$ cat config.mk
export PLATFORM = sky130hd
export DESIGN_NAME = uart_tx_arbiter
export DESIGN_NICKNAME = d
export VERILOG_FILES = /design/src/rtl/uart_pkg.sv /design/src/rtl/uart_rr_pick.sv /design/src/rtl/uart_tx_arbiter.sv
export SDC_FILE = /design/constraint.sdc
export NUM_CORES = 1
export LEC_CHECK = 0
export CORE_UTILIZATION = 46
export DETAILED_ROUTE_END_ITERATION = 12
export GPL_ROUTABILITY_DRIVEN = 0
export PLACE_DENSITY_LB_ADDON = 0.1
export SYNTH_ARGS = -nofsm -noshare
export SYNTH_HDL_FRONTEND = slang
export SYNTH_SLANG_ARGS = --single-unit
$ cat constraint.sdc
create_clock -name clk -period 2.6 [get_ports clk]
set_clock_uncertainty 0.15 [all_clocks]
set_input_delay 0.52 -clock clk [delete_from_list [all_inputs] [get_ports clk]]
set_output_delay 0.52 -clock clk [all_outputs]
set_load 0.03 [all_outputs]
$ cat src/rtl/uart_pkg.sv
// Shared UART definitions: arbiter state encoding, default byte width,
// watchdog width and the baud constants used by the TX/RX cores.
package uart_pkg;

    typedef enum logic [1:0] {
        ST_IDLE      = 2'd0,
        ST_ISSUE     = 2'd1,
        ST_WAIT_DONE = 2'd2
    } arb_state_e;

    localparam int DEF_DATA_W = 8;
    localparam int WDOG_W     = 16;
    localparam int CLOCK_FREQ = 50000000;
    localparam int BAUD_RATE  = 115200;
    localparam int BAUD_DIV   = CLOCK_FREQ / BAUD_RATE;

endpackage

$ cat src/rtl/uart_rr_pick.sv
// Combinational round-robin picker: first set bit of req_mask searching
// upward from rr_ptr+1, wrapping modulo NUM_REQ.
module uart_rr_pick
#(
    parameter int NUM_REQ = 4,
    parameter int IDX_W   = $clog2(NUM_REQ)
) (
    input  logic [NUM_REQ-1:0] req_mask,
    input  logic [IDX_W-1:0]   rr_ptr,
    output logic [IDX_W-1:0]   winner,
    output logic               any_valid
);

    int               pos_s;
    logic [IDX_W-1:0] cand_s;
    logic             found_s;

    assign any_valid = |req_mask;

    // Walk the candidates in priority order; the first eligible one wins.
    always_comb begin
        pos_s   = 0;
        cand_s  = '0;
        found_s = 1'b0;
        winner  = '0;
        for (int k = 1; k <= NUM_REQ; k++) begin
            pos_s = int'(rr_ptr) + k;
            if (pos_s >= NUM_REQ) begin
                pos_s = pos_s - NUM_REQ;
            end else begin
                pos_s = pos_s;
            end
            cand_s = IDX_W'(pos_s);
            if (!found_s && req_mask[cand_s]) begin
                found_s = 1'b1;
                winner  = cand_s;
            end else begin
                found_s = found_s;
            end
        end
    end

endmodule

$ cat src/rtl/uart_tx_arbiter.sv
// Round-robin sharing of one UART transmitter with a completion watchdog.
// Optional burst lock (keeps multi-byte messages contiguous): UART_TX_ARB_LOCK_EN.
module uart_tx_arbiter
    import uart_pkg::*;
#(
    parameter int NUM_REQ     = 4,
    parameter int DATA_W      = DEF_DATA_W,
    parameter int TIMEOUT_CYC = 8192
) (
    input  logic                       clk,
    input  logic                       rst_n,
    input  logic [NUM_REQ-1:0]         req_valid,
    input  logic [NUM_REQ*DATA_W-1:0]  req_data,
    input  logic [NUM_REQ-1:0]         req_last,
    output logic [NUM_REQ-1:0]         req_ready,
    output logic                       tx_start,
    output logic [DATA_W-1:0]          tx_data,
    input  logic                       tx_done,
    output logic [$clog2(NUM_REQ)-1:0] grant_id,
    output logic                       arb_busy,
    output logic                       timeout_err
);

    localparam int                IDX_W     = $clog2(NUM_REQ);
    localparam logic [WDOG_W-1:0] WDOG_LAST = WDOG_W'(TIMEOUT_CYC - 1);

    arb_state_e          state_r, state_nx_s;
    logic [IDX_W-1:0]    rr_ptr_r, rr_ptr_nx_s, grant_r, grant_nx_s, winner_s;
    logic [NUM_REQ-1:0]  elig_s, ready_r, ready_nx_s;
    logic [DATA_W-1:0]   data_r, data_nx_s;
    logic [DATA_W-1:0]   req_bytes_s [NUM_REQ];
    logic [WDOG_W-1:0]   wdog_r, wdog_nx_s;
    logic                any_s, start_r, start_nx_s, timeout_r, timeout_nx_s, busy_r;

    for (genvar g = 0; g < NUM_REQ; g++) begin : g_bytes
        assign req_bytes_s[g] = req_data[g*DATA_W +: DATA_W];
    end

`ifdef UART_TX_ARB_LOCK_EN
    logic lock_r, lock_nx_s, last_r, last_nx_s;
    // While locked only the requester that owns the burst may win.
    assign elig_s = lock_r ? (req_valid & (NUM_REQ'(1) << grant_r)) : req_valid;
`else
    logic unused_last_s;
    assign elig_s        = req_valid;
    assign unused_last_s = ^req_last;
`endif

    uart_rr_pick #(.NUM_REQ(NUM_REQ), .IDX_W(IDX_W)) u_pick (
        .req_mask  (elig_s),
        .rr_ptr    (rr_ptr_r),
        .winner    (winner_s),
        .any_valid (any_s)
    );

    // State register.
    always_ff @(posedge clk or negedge rst_n) begin
        if (!rst_n) begin
            state_r <= ST_IDLE;
        end else begin
            state_r <= state_nx_s;
        end
    end

    // Next-state decode; tx_done outranks a simultaneous watchdog expiry.
    always_comb begin
        state_nx_s = state_r;
        case (state_r)
            ST_IDLE: begin
                if (any_s) begin
                    state_nx_s = ST_ISSUE;
                end else begin
                    state_nx_s = ST_IDLE;
                end
            end
            ST_ISSUE: state_nx_s = ST_WAIT_DONE;
            ST_WAIT_DONE: begin
                if (tx_done || (wdog_r == WDOG_LAST)) begin
                    state_nx_s = ST_IDLE;
                end else begin
                    state_nx_s = ST_WAIT_DONE;
                end
            end
            default: state_nx_s = ST_IDLE;
        endcase
    end

    // Next values of the registered outputs, pointer, watchdog and lock.
    always_comb begin
        ready_nx_s   = '0;
        start_nx_s   = 1'b0;
        timeout_nx_s = 1'b0;
        data_nx_s    = data_r;
        grant_nx_s   = grant_r;
        rr_ptr_nx_s  = rr_ptr_r;
        wdog_nx_s    = wdog_r;
`ifdef UART_TX_ARB_LOCK_EN
        lock_nx_s    = lock_r;
        last_nx_s    = last_r;
`endif
        case (state_r)
            ST_IDLE: begin
                if (any_s) begin
                    ready_nx_s  = NUM_REQ'(1) << winner_s;
                    start_nx_s  = 1'b1;
                    data_nx_s   = req_bytes_s[winner_s];
                    grant_nx_s  = winner_s;
                    rr_ptr_nx_s = winner_s;
`ifdef UART_TX_ARB_LOCK_EN
                    last_nx_s   = req_last[winner_s];
                    lock_nx_s   = lock_r | ~req_last[winner_s];
`endif
                end else begin
                    ready_nx_s = '0;
                end
            end
            ST_ISSUE: wdog_nx_s = '0;
            ST_WAIT_DONE: begin
                if (tx_done) begin
`ifdef UART_TX_ARB_LOCK_EN
                    lock_nx_s = lock_r & ~last_r;
`endif
                    wdog_nx_s = wdog_r;
                end else if (wdog_r == WDOG_LAST) begin
                    timeout_nx_s = 1'b1;
`ifdef UART_TX_ARB_LOCK_EN
                    lock_nx_s    = 1'b0;
`endif
                end else begin
                    wdog_nx_s = wdog_r + WDOG_W'(1);
                end
            end
            default: wdog_nx_s = '0;
        endcase
    end

    // Datapath and output registers; reset puts requester 0 first in line.
    always_ff @(posedge clk or negedge rst_n) begin
        if (!rst_n) begin
            ready_r   <= '0;
            start_r   <= 1'b0;
            timeout_r <= 1'b0;
            data_r    <= '0;
            grant_r   <= '0;
            rr_ptr_r  <= IDX_W'(NUM_REQ - 1);
            wdog_r    <= '0;
            busy_r    <= 1'b0;
        end else begin
            ready_r   <= ready_nx_s;
            start_r   <= start_nx_s;
            timeout_r <= timeout_nx_s;
            data_r    <= data_nx_s;
            grant_r   <= grant_nx_s;
            rr_ptr_r  <= rr_ptr_nx_s;
            wdog_r    <= wdog_nx_s;
            busy_r    <= (state_nx_s != ST_IDLE);
        end
    end

`ifdef UART_TX_ARB_LOCK_EN
    // Burst lock state.
    always_ff @(posedge clk or negedge rst_n) begin
        if (!rst_n) begin
            lock_r <= 1'b0;
            last_r <= 1'b0;
        end else begin
            lock_r <= lock_nx_s;
            last_r <= last_nx_s;
        end
    end
`endif

    assign req_ready   = ready_r;
    assign tx_start    = start_r;
    assign tx_data     = data_r;
    assign grant_id    = grant_r;
    assign arb_busy    = busy_r;
    assign timeout_err = timeout_r;

endmodule

Yosys cells after proc, flatten, opt, wreduce, memory -nomap -nowiden --
Cells that the tools add are included.
Cells by class: $add $sub $neg 9, order comparisons 9, equality and inequality tests 5, shift operators 1, muxes and demuxes 35, bitwise gates (word level) 2, reduce and logical (&&, ||, !) cells 12
Operators with widths (number):
- two-way mux 16 bit | 2
- one-hot mux 16 bit (2 select lines) | 1
- two-way mux 2 bit | 9
- adder 16 x 1 -> 16 bit, second input constant | 1
- binary-select mux 8 bit (select 2 bit) | 1
- == test 16 x 13 -> 1 bit, second input constant | 1
- two-way mux 8 bit | 2
- two-way mux 1 bit | 13
- >= comparator 3 bit, second input constant | 4
- less-than comparator 2 x 3 -> 1 bit, second input constant | 4
- binary-select mux 1 bit (select 2 bit) | 4
- two-way mux 4 bit | 2
- subtractor 2 x 1 -> 2 bit, second input constant | 4
- adder 2 x 2 -> 3 bit, second input constant | 2
- one-hot mux 2 bit (3 select lines) | 1
- adder 2 x 3 -> 4 bit, second input constant | 1
- >= comparator 4 x 3 -> 1 bit, second input constant | 1
- != test 2 bit, second input constant | 2
- OR reduction 4 bit | 1
- << shifter 1 x 2 -> 4 bit, first input constant | 1
- adder 2 x 1 -> 3 bit, second input constant | 1
- logical AND 1 bit | 3
- zero test 1 bit | 3
- NOT 2 -> 3 bit | 1
- 8 further kinds | 8
Word-level totals: register bits 37, bits of input ports 43, output and inout port bits 17, word-level logic and storage cells 82

Longest topological paths before layout --
Gate-level depths: netlist of the first run.
word-level depth 19, gate-level depth with buffers 6, mapped depth without buffers 6

By module --
From an unflattened synthesis of the first run, not the netlist that was laid out.
Second synthesis, totals: cell total of the unflattened synthesis 191, area, all modules 1933.1 um2
By module, submodules not included:
- uart_tx_arbiter | times used 1, cells each 177, area an instance 1851.8 um2, sequential area each 928.4 um2
- uart_rr_pick | times used 1, cells each 14, area an instance 81.3 um2, sequential area each 0.0 um2

Worst setup path after synthesis of the first run --
OpenSTA, ideal clock, no wires.
kind register to register, start register wdog_r[0], end register wdog_r[11], library setup time 132 ps, data arrival time 1611 ps, data required time 2318 ps, slack 708 ps, cell stages (with the launch flop) 7, path buffers 0, clock period less this slack 1892 ps, path through dfrtp_1 ha_1 or4b_1 nor4_4 nor4b_2 xnor2_1 nor2_1
Between the ends: longest elaborated chain between the ends 4, elaborated cells between the ends (all ways) 7, those cells by class 1 x add/sub; 2 x eq/ne; 3 x mux; 1 x reduce/logical
RTL lines:
- start, declared | line uart_tx_arbiter.sv:32 | logic [WDOG_W-1:0] wdog_r, wdog_nx_s;
- start signal, assigned | line uart_tx_arbiter.sv:155 | wdog_r <= wdog_nx_s;
- adder 16 x 1 -> 16 bit | line uart_tx_arbiter.sv:130 | wdog_nx_s = wdog_r + WDOG_W'(1);
- two-way mux 16 bit | line uart_tx_arbiter.sv:124 | end else if (wdog_r == WDOG_LAST) begin
- two-way mux 16 bit | line uart_tx_arbiter.sv:119 | if (tx_done) begin
- one-hot mux 16 bit (2 select lines) | line uart_tx_arbiter.sv:101 | case (state_r)
Parallel ways exist; a longest one is shown, timed or not. The select of a mux whose other input is x is not followed. A chain may end at the register's enable or synchronous reset.

Worst setup path in the final report of the first run --
start input req_valid[3], end register data_r[7], in the netlist tx_data[7]
Between the ends: longest elaborated chain between the ends 16, elaborated cells between the ends (all ways) 27, those cells by class 18 x mux; 1 x bitwise; 8 x reduce/logical
RTL lines:
- start, declared | line uart_tx_arbiter.sv:12 | input logic [NUM_REQ-1:0] req_valid,
- binary-select mux 1 bit (select 2 bit) | line uart_rr_pick.sv:34 | if (!found_s && req_mask[cand_s]) begin
- two-way mux 1 bit (not written as such) | line uart_rr_pick.sv:34
- two-way mux 1 bit | line uart_rr_pick.sv:34
- zero test 1 bit | line uart_rr_pick.sv:34
- logical AND 1 bit | line uart_rr_pick.sv:34
- two-way mux 1 bit | line uart_rr_pick.sv:34
- zero test 1 bit | line uart_rr_pick.sv:34
- logical AND 1 bit | line uart_rr_pick.sv:34
- two-way mux 1 bit | line uart_rr_pick.sv:34
- zero test 1 bit | line uart_rr_pick.sv:34
- logical AND 1 bit | line uart_rr_pick.sv:34
- two-way mux 2 bit | line uart_rr_pick.sv:34
- NOT 2 -> 3 bit (not written as such) | line uart_tx_arbiter.sv:106 | data_nx_s = req_bytes_s[winner_s];
- binary-select mux 8 bit (select 2 bit) | line uart_tx_arbiter.sv:106
- two-way mux 8 bit (not written as such) (2 in a row) | line uart_tx_arbiter.sv:106
- end signal, assigned | line uart_tx_arbiter.sv:152 | data_r <= data_nx_s;
- end, declared | line uart_tx_arbiter.sv:30 | logic [DATA_W-1:0] data_r, data_nx_s;
Parallel ways exist; a longest one is shown, timed or not. The select of a mux whose other input is x is not followed.

==> out/qor.txt, run 1 <==
DP Cell Count: 284
CP endpoint kind: flip-flop
WL per Instance: 14.4 um
CP Launch Type: input port
DR vias: 1573
CTS Hold Bufs: 0
Setup WS post-layout: 0.396 ns
CTS tree: yes
initial core utilization: 48.1%
Worst-path clk slew: 0.07 ns
Rows: 23
Final period util: 84.8%
CP startpoint: req_valid[3]
CP Max Fanout: 21
Worst-Skew Late Latency: 0.29 ns
max-cap violations: 0
CP Class: in -> reg
endpoints failing setup: 0
final hold violation count: 0
die width: 66.7 um
Netlist cell types: 42
Peak Freq: 454 MHz
Starting DRT DRC Count: 90
EDFF count, synth: 0
largest net degree at the start of global routing: 38
buffer depth of the longest clock path: 2
n_diodes: 0
Synth async-reset ratio: 100%
Pleak: 1.16 nW
Residual DRC: 0
CTS HTree Levels: 2
PwrDens: 907 mW/mm2
syn_nets: 227
Worst Setup EP: tx_data[7]
postcts setup bufs: 0
worst reg2reg path endpoint: wdog_r[9]
#FFs+latches synth: 37
setup_tns: 0 ns
mean post-synth cell area: 10.5 um2
IO buf count: 55
first-pass GRT wire length: 6980 um
num ports: 60
clock root cell: clkbuf_8
CP Data Required Time: 2.60 ns
commonest non-fill, non-tap cell in the layout: clkdlybuf4s50_1
Syn Inst Count: 183
Clock Sinks: 37
Synth Cell Area: 0.00193 mm2
worst hold path class: in -> async
final wirelength: 4200 um
status: finished clean
initial antenna violation count: 0
Final nets: 285
area delta synth->final: 36.8%
Max IR drop VDD: 0.543 mV
Slew @ Worst Pin: 0.795 ns
vias in the first global route: 1560
Slew Viols, Final: 0
gr ovfl total: 0
GRT Total Usage: 21.6%
Vias/cell: 5.39
FF-to-FF path depth: 6
layout cells sized above 1: 9.92%
RSZ-0062 raised after global routing: false
top_reg_cell synth: dfrtp_1
Core ar.: 0.00400 mm2
DR pass1 iterations: 6
pre-CTS setup slack: 0.104 ns
minimum clock period after layout: 2.20 ns
CTS resizes: 0
HPWL after DPL: 3190 um
Max-slew headroom: 47.0%
synth warn: 0
reg2reg setup slack: 0.46 ns
WP data arrival: 2.20 ns
die area: 0.00445 mm2
sequential area share after synthesis: 48.2%
Non-Filler Instances: 292
Final ANT Viol Nets: 0
die height: 66.7 um
most used cells in the layout excluding fill and tap cells: clkdlybuf4s50_1 (54), dfrtp_1 (35), nor2_1 (23)
fill cell count: 299
Num CTS Buffers: 5
worst r2r src: wdog_r[0]
==> state kept, by name, indices dropped and copies added, names as in the netlist <==
register and flops:
timeout_err 1, state_r 2, wdog_r 16, rr_ptr_r 2, grant_id 2, arb_busy 1
req_ready 4, tx_start 1, tx_data 8
==> stage by stage <==
stage / util (%) / area [um2] / power, mW / hold WS (ns)
floorplan: - / 1930 / 1.55 / 0.0744
global placement: 63.6 / 2540 / 1.96 / 0.324
detailed placement: 63.6 / 2540 / 2.00 / 0.326
CTS: 65.9 / 2640 / 2.41 / 0.188
global route: 65.9 / 2640 / 2.55 / 0.227
finish: 65.9 / 2640 / 2.39 / 0.154
==> cells by family (layout without fill, tap and decap cells) <==
group / count (synthesis) / after routing / share of synthesized area [%]
fa+ha+maj: 1 / 1 / 0.650
simple gates: 78 / 78 / 23.8
flops: 37 / 37 / 48.2
compound gates: 22 / 22 / 9.03
buf+inv: 14 / 73 / 2.99
mux: 18 / 18 / 9.36
xor+xnor: 13 / 13 / 5.91
==> cell usage after synthesis, types with 3 or more instances <==
cell type	number	share of area, %
a21oi_1	5	1.3
clkbuf_1	5	0.97
dfrtp_1	35	45
inv_1	7	1.4
mux2i_1	18	9.4
nand2_1	16	3.1
nand2b_1	5	1.6
nand3_1	4	1.0
nand4_1	3	0.97
nor2_1	23	4.5
nor3_1	9	2.3
o221ai_1	8	3.6
xnor2_1	11	5.0
==> power breakdown <==
part           internal, mW  total, mW  switching [mW]
Clock                 0.216      0.408           0.192
Combinational         0.489       1.10           0.610
Sequential            0.746      0.882           0.135
Total                  1.45       2.39           0.938
==> worst min-delay path by stage <==
stage | slack [ns] | cells after the start | endpoint
3_5_place_dp | 0.33 | 2 | tx_data[7]
3_3_place_gp | 0.32 | 2 | tx_data[7]
2_1_floorplan | 0.07 | 0 | arb_busy
5_1_grt | 0.23 | 1 | wdog_r[8]
4_1_cts | 0.19 | 1 | wdog_r[7]
6_report | 0.15 | 1 | wdog_r[7]
==> routing by layer <==
layer  share of wire (%)  GRT usage, %
met5                   0             0
met4                 1.4          7.18
met3                 6.9          7.88
met2                  52          38.4
met1                  40          23.3
==> layout make-up <==
cell class,instances,area (um2),area share (%)
Clock buffer,8,90.1,3.42
Tap cell,50,62.6,2.37
Multi-Input combinational cell,132,947,35.9
Sequential cell,37,928,35.2
Inverter,7,26.3,0.997
Timing Repair Buffer,58,581,22.0
==> worst max-delay path: stages <==
cell	delay, ns
clkdlybuf4s50_1	0.48
nand2b_1	0.13
o21ai_0	0.15
a211oi_4	0.32
buf_12	0.21
mux2i_1	0.25
o221ai_1	0.13
Power figures use the tool's default switching activity.
==> run 2: changes to the inputs <==
CORE_UTILIZATION = 42   (was 46)
clock period = 1.95 ns   (was 2.6 ns; I/O delays follow)
==> run 2 against run 1 <==
Net effect: combinational power up 73%; setup slack got worse by 0.37 ns; final cell count increased by 11%; non-clock buffer count grew 29; global-route usage fell by 2.0 points.
==> out/qor.txt, run 2 (same netlist as run 1, synthesis figures left out) <==
WL per Instance: 14.0 um
gr ovfl total: 0
Worst-Skew Late Latency: 0.30 ns
Rows: 24
Final nets: 314
CP Data Required Time: 1.96 ns
worst hold path class: reg -> reg
Worst Hold Depth: 2
Core ar.: 0.00438 mm2
area delta synth->final: 55.1%
WP data arrival: 1.94 ns
RSZ-0062 raised after global routing: true
Vias/cell: 5.28
DR vias: 1707
final hold violation count: 0
Final period util: 98.6%
first-pass GRT wire length: 7450 um
n_diodes: 0
worst reg2reg path endpoint: tx_data[1]
minimum clock period after layout: 1.92 ns
vias in the first global route: 1678
Worst-path clk slew: 0.07 ns
HPWL after DPL: 3180 um
IO buf count: 55
Num CTS Buffers: 5
layout cells sized above 1: 23.6%
CTS HTree Levels: 2
FF-to-FF path depth: 7
end of the worst hold path: tx_data[7]
Max IR drop VDD: 0.810 mV
Slew Viols, Final: 0
worst r2r src: rr_ptr_r[0]
reg2reg setup slack: 0.03 ns
clock root cell: clkbuf_8
Non-Filler Instances: 323
Starting DRT DRC Count: 60
hold wc startpoint: tx_data[7]
Final ANT Viol Nets: 0
CP Launch Type: input port
CP endpoint kind: flip-flop
largest net degree at the start of global routing: 38
final wirelength: 4520 um
die area: 0.00486 mm2
die width: 69.7 um
num ports: 60
DP Cell Count: 306
initial core utilization: 43.9%
CTS tree: yes
PwrDens: 1200 mW/mm2
commonest non-fill, non-tap cell in the layout: clkdlybuf4s50_1
status: finished clean
Slew @ Worst Pin: 0.464 ns
Peak Freq: 520 MHz
CP Max Fanout: 4
multi-input logic area: 0.00101 mm2
max reg flops: 16
initial antenna violation count: 0
CP Class: in -> reg
setup_tns: 0 ns
GRT Total Usage: 19.5%
largest reg by FF count: wdog_r
Clock Sinks: 37
Pleak: 1.35 nW
die height: 69.7 um
most used cells in the layout excluding fill and tap cells: clkdlybuf4s50_1 (52), dfrtp_1 (35), buf_4 (24)
max-cap violations: 0
Reg area: 928 um2
DR pass1 iterations: 4
Residual DRC: 0
fill cell count: 314
endpoints failing setup: 0
Max-slew headroom: 69.1%
buffer depth of the longest clock path: 2
[run 2: cell types whose count changed in the layout (fill, tap and decap cells not counted), moves of 2 or more]
cell             delta
buf_4              +22
buf_6               +3
clkbuf_1            -2
clkdlybuf4s50_1     -2
nor3_1              -3
nor3_2              +2
[run 2: repair_timing]
| action | 4_1_cts | 5_1_grt |
|---|---|---|
| pin swaps | 2 | 13 |
| gates cloned | 1 | 1 |
| gates resized for setup | 6 | 13 |
| endpoints found under the setup margin | 11 | 16 |
| hold buffers | 1 | 0 |
| buffers inserted | 3 | 3 |
| hold endpoints to repair | 35 | 0 |
[run 2: power by group]
part	internal [mW]	switching, mW	leakage (nW)
registers	0.995	0.121	0.482
clock network	0.286	0.275	0.0512
logic	0.945	0.954	0.821
total	2.23	1.35	1.35
[run 2: area by class of cell]
class	instances	share of cell area, %
repair buffers	87	28.9
well taps	52	2.18
inverters	7	0.880
clock inverters	2	0.461
multi-input cells	132	33.7
clock buffers	6	2.76
flip-flops and latches	37	31.1
[run 2: how the worst max path moves through the flow]
stage,from,endpoint,slack [ns],cells past startpoint
floorplan,wdog_r[0],wdog_r[11],0.06,6
global placement,req_valid[3],tx_data[2],-0.27,7
detailed placement,req_valid[3],tx_data[4],-0.39,7
CTS,wdog_r[0],wdog_r[5],-0.0003,7
global route,wdog_r[1],wdog_r[5],-0.04,7
finish,req_valid[0],tx_data[1],0.03,7
[run 2: metal layers]
metal | track usage (%) | share of wire (%)
met2 | 34.8 | 52
met4 | 5.33 | 1.4
met3 | 6.54 | 6.9
met5 | 0 | 0
met1 | 22.2 | 40
[run 2: stage by stage]
| stage | hold slack (ns) | area [um2] | utilization, % | total power, mW | setup slack [ns] |
|---|---|---|---|---|---|
| 6_report | 0.346 | 2990 | 68.1 | 3.58 | 0.0270 |
| 5_1_grt | 0.380 | 2990 | 68.1 | 3.80 | -0.0405 |
| 4_1_cts | 0.348 | 2890 | 65.9 | 3.52 | -0.000261 |
| 3_5_place_dp | 0.315 | 2710 | 61.8 | 2.81 | -0.390 |
| 3_3_place_gp | 0.303 | 2710 | 61.8 | 2.76 | -0.272 |
| 2_1_floorplan | -0.0556 | 1930 | - | 2.06 | 0.0577 |
[run 2: worst max-delay path, stage by stage]
cell and delay, ns:
clkdlybuf4s50_1 0.54, o21ai_2 0.11, a211oi_4 0.28, buf_6 0.16
clkbuf_16 0.14, mux2i_1 0.18, o221ai_1 0.13
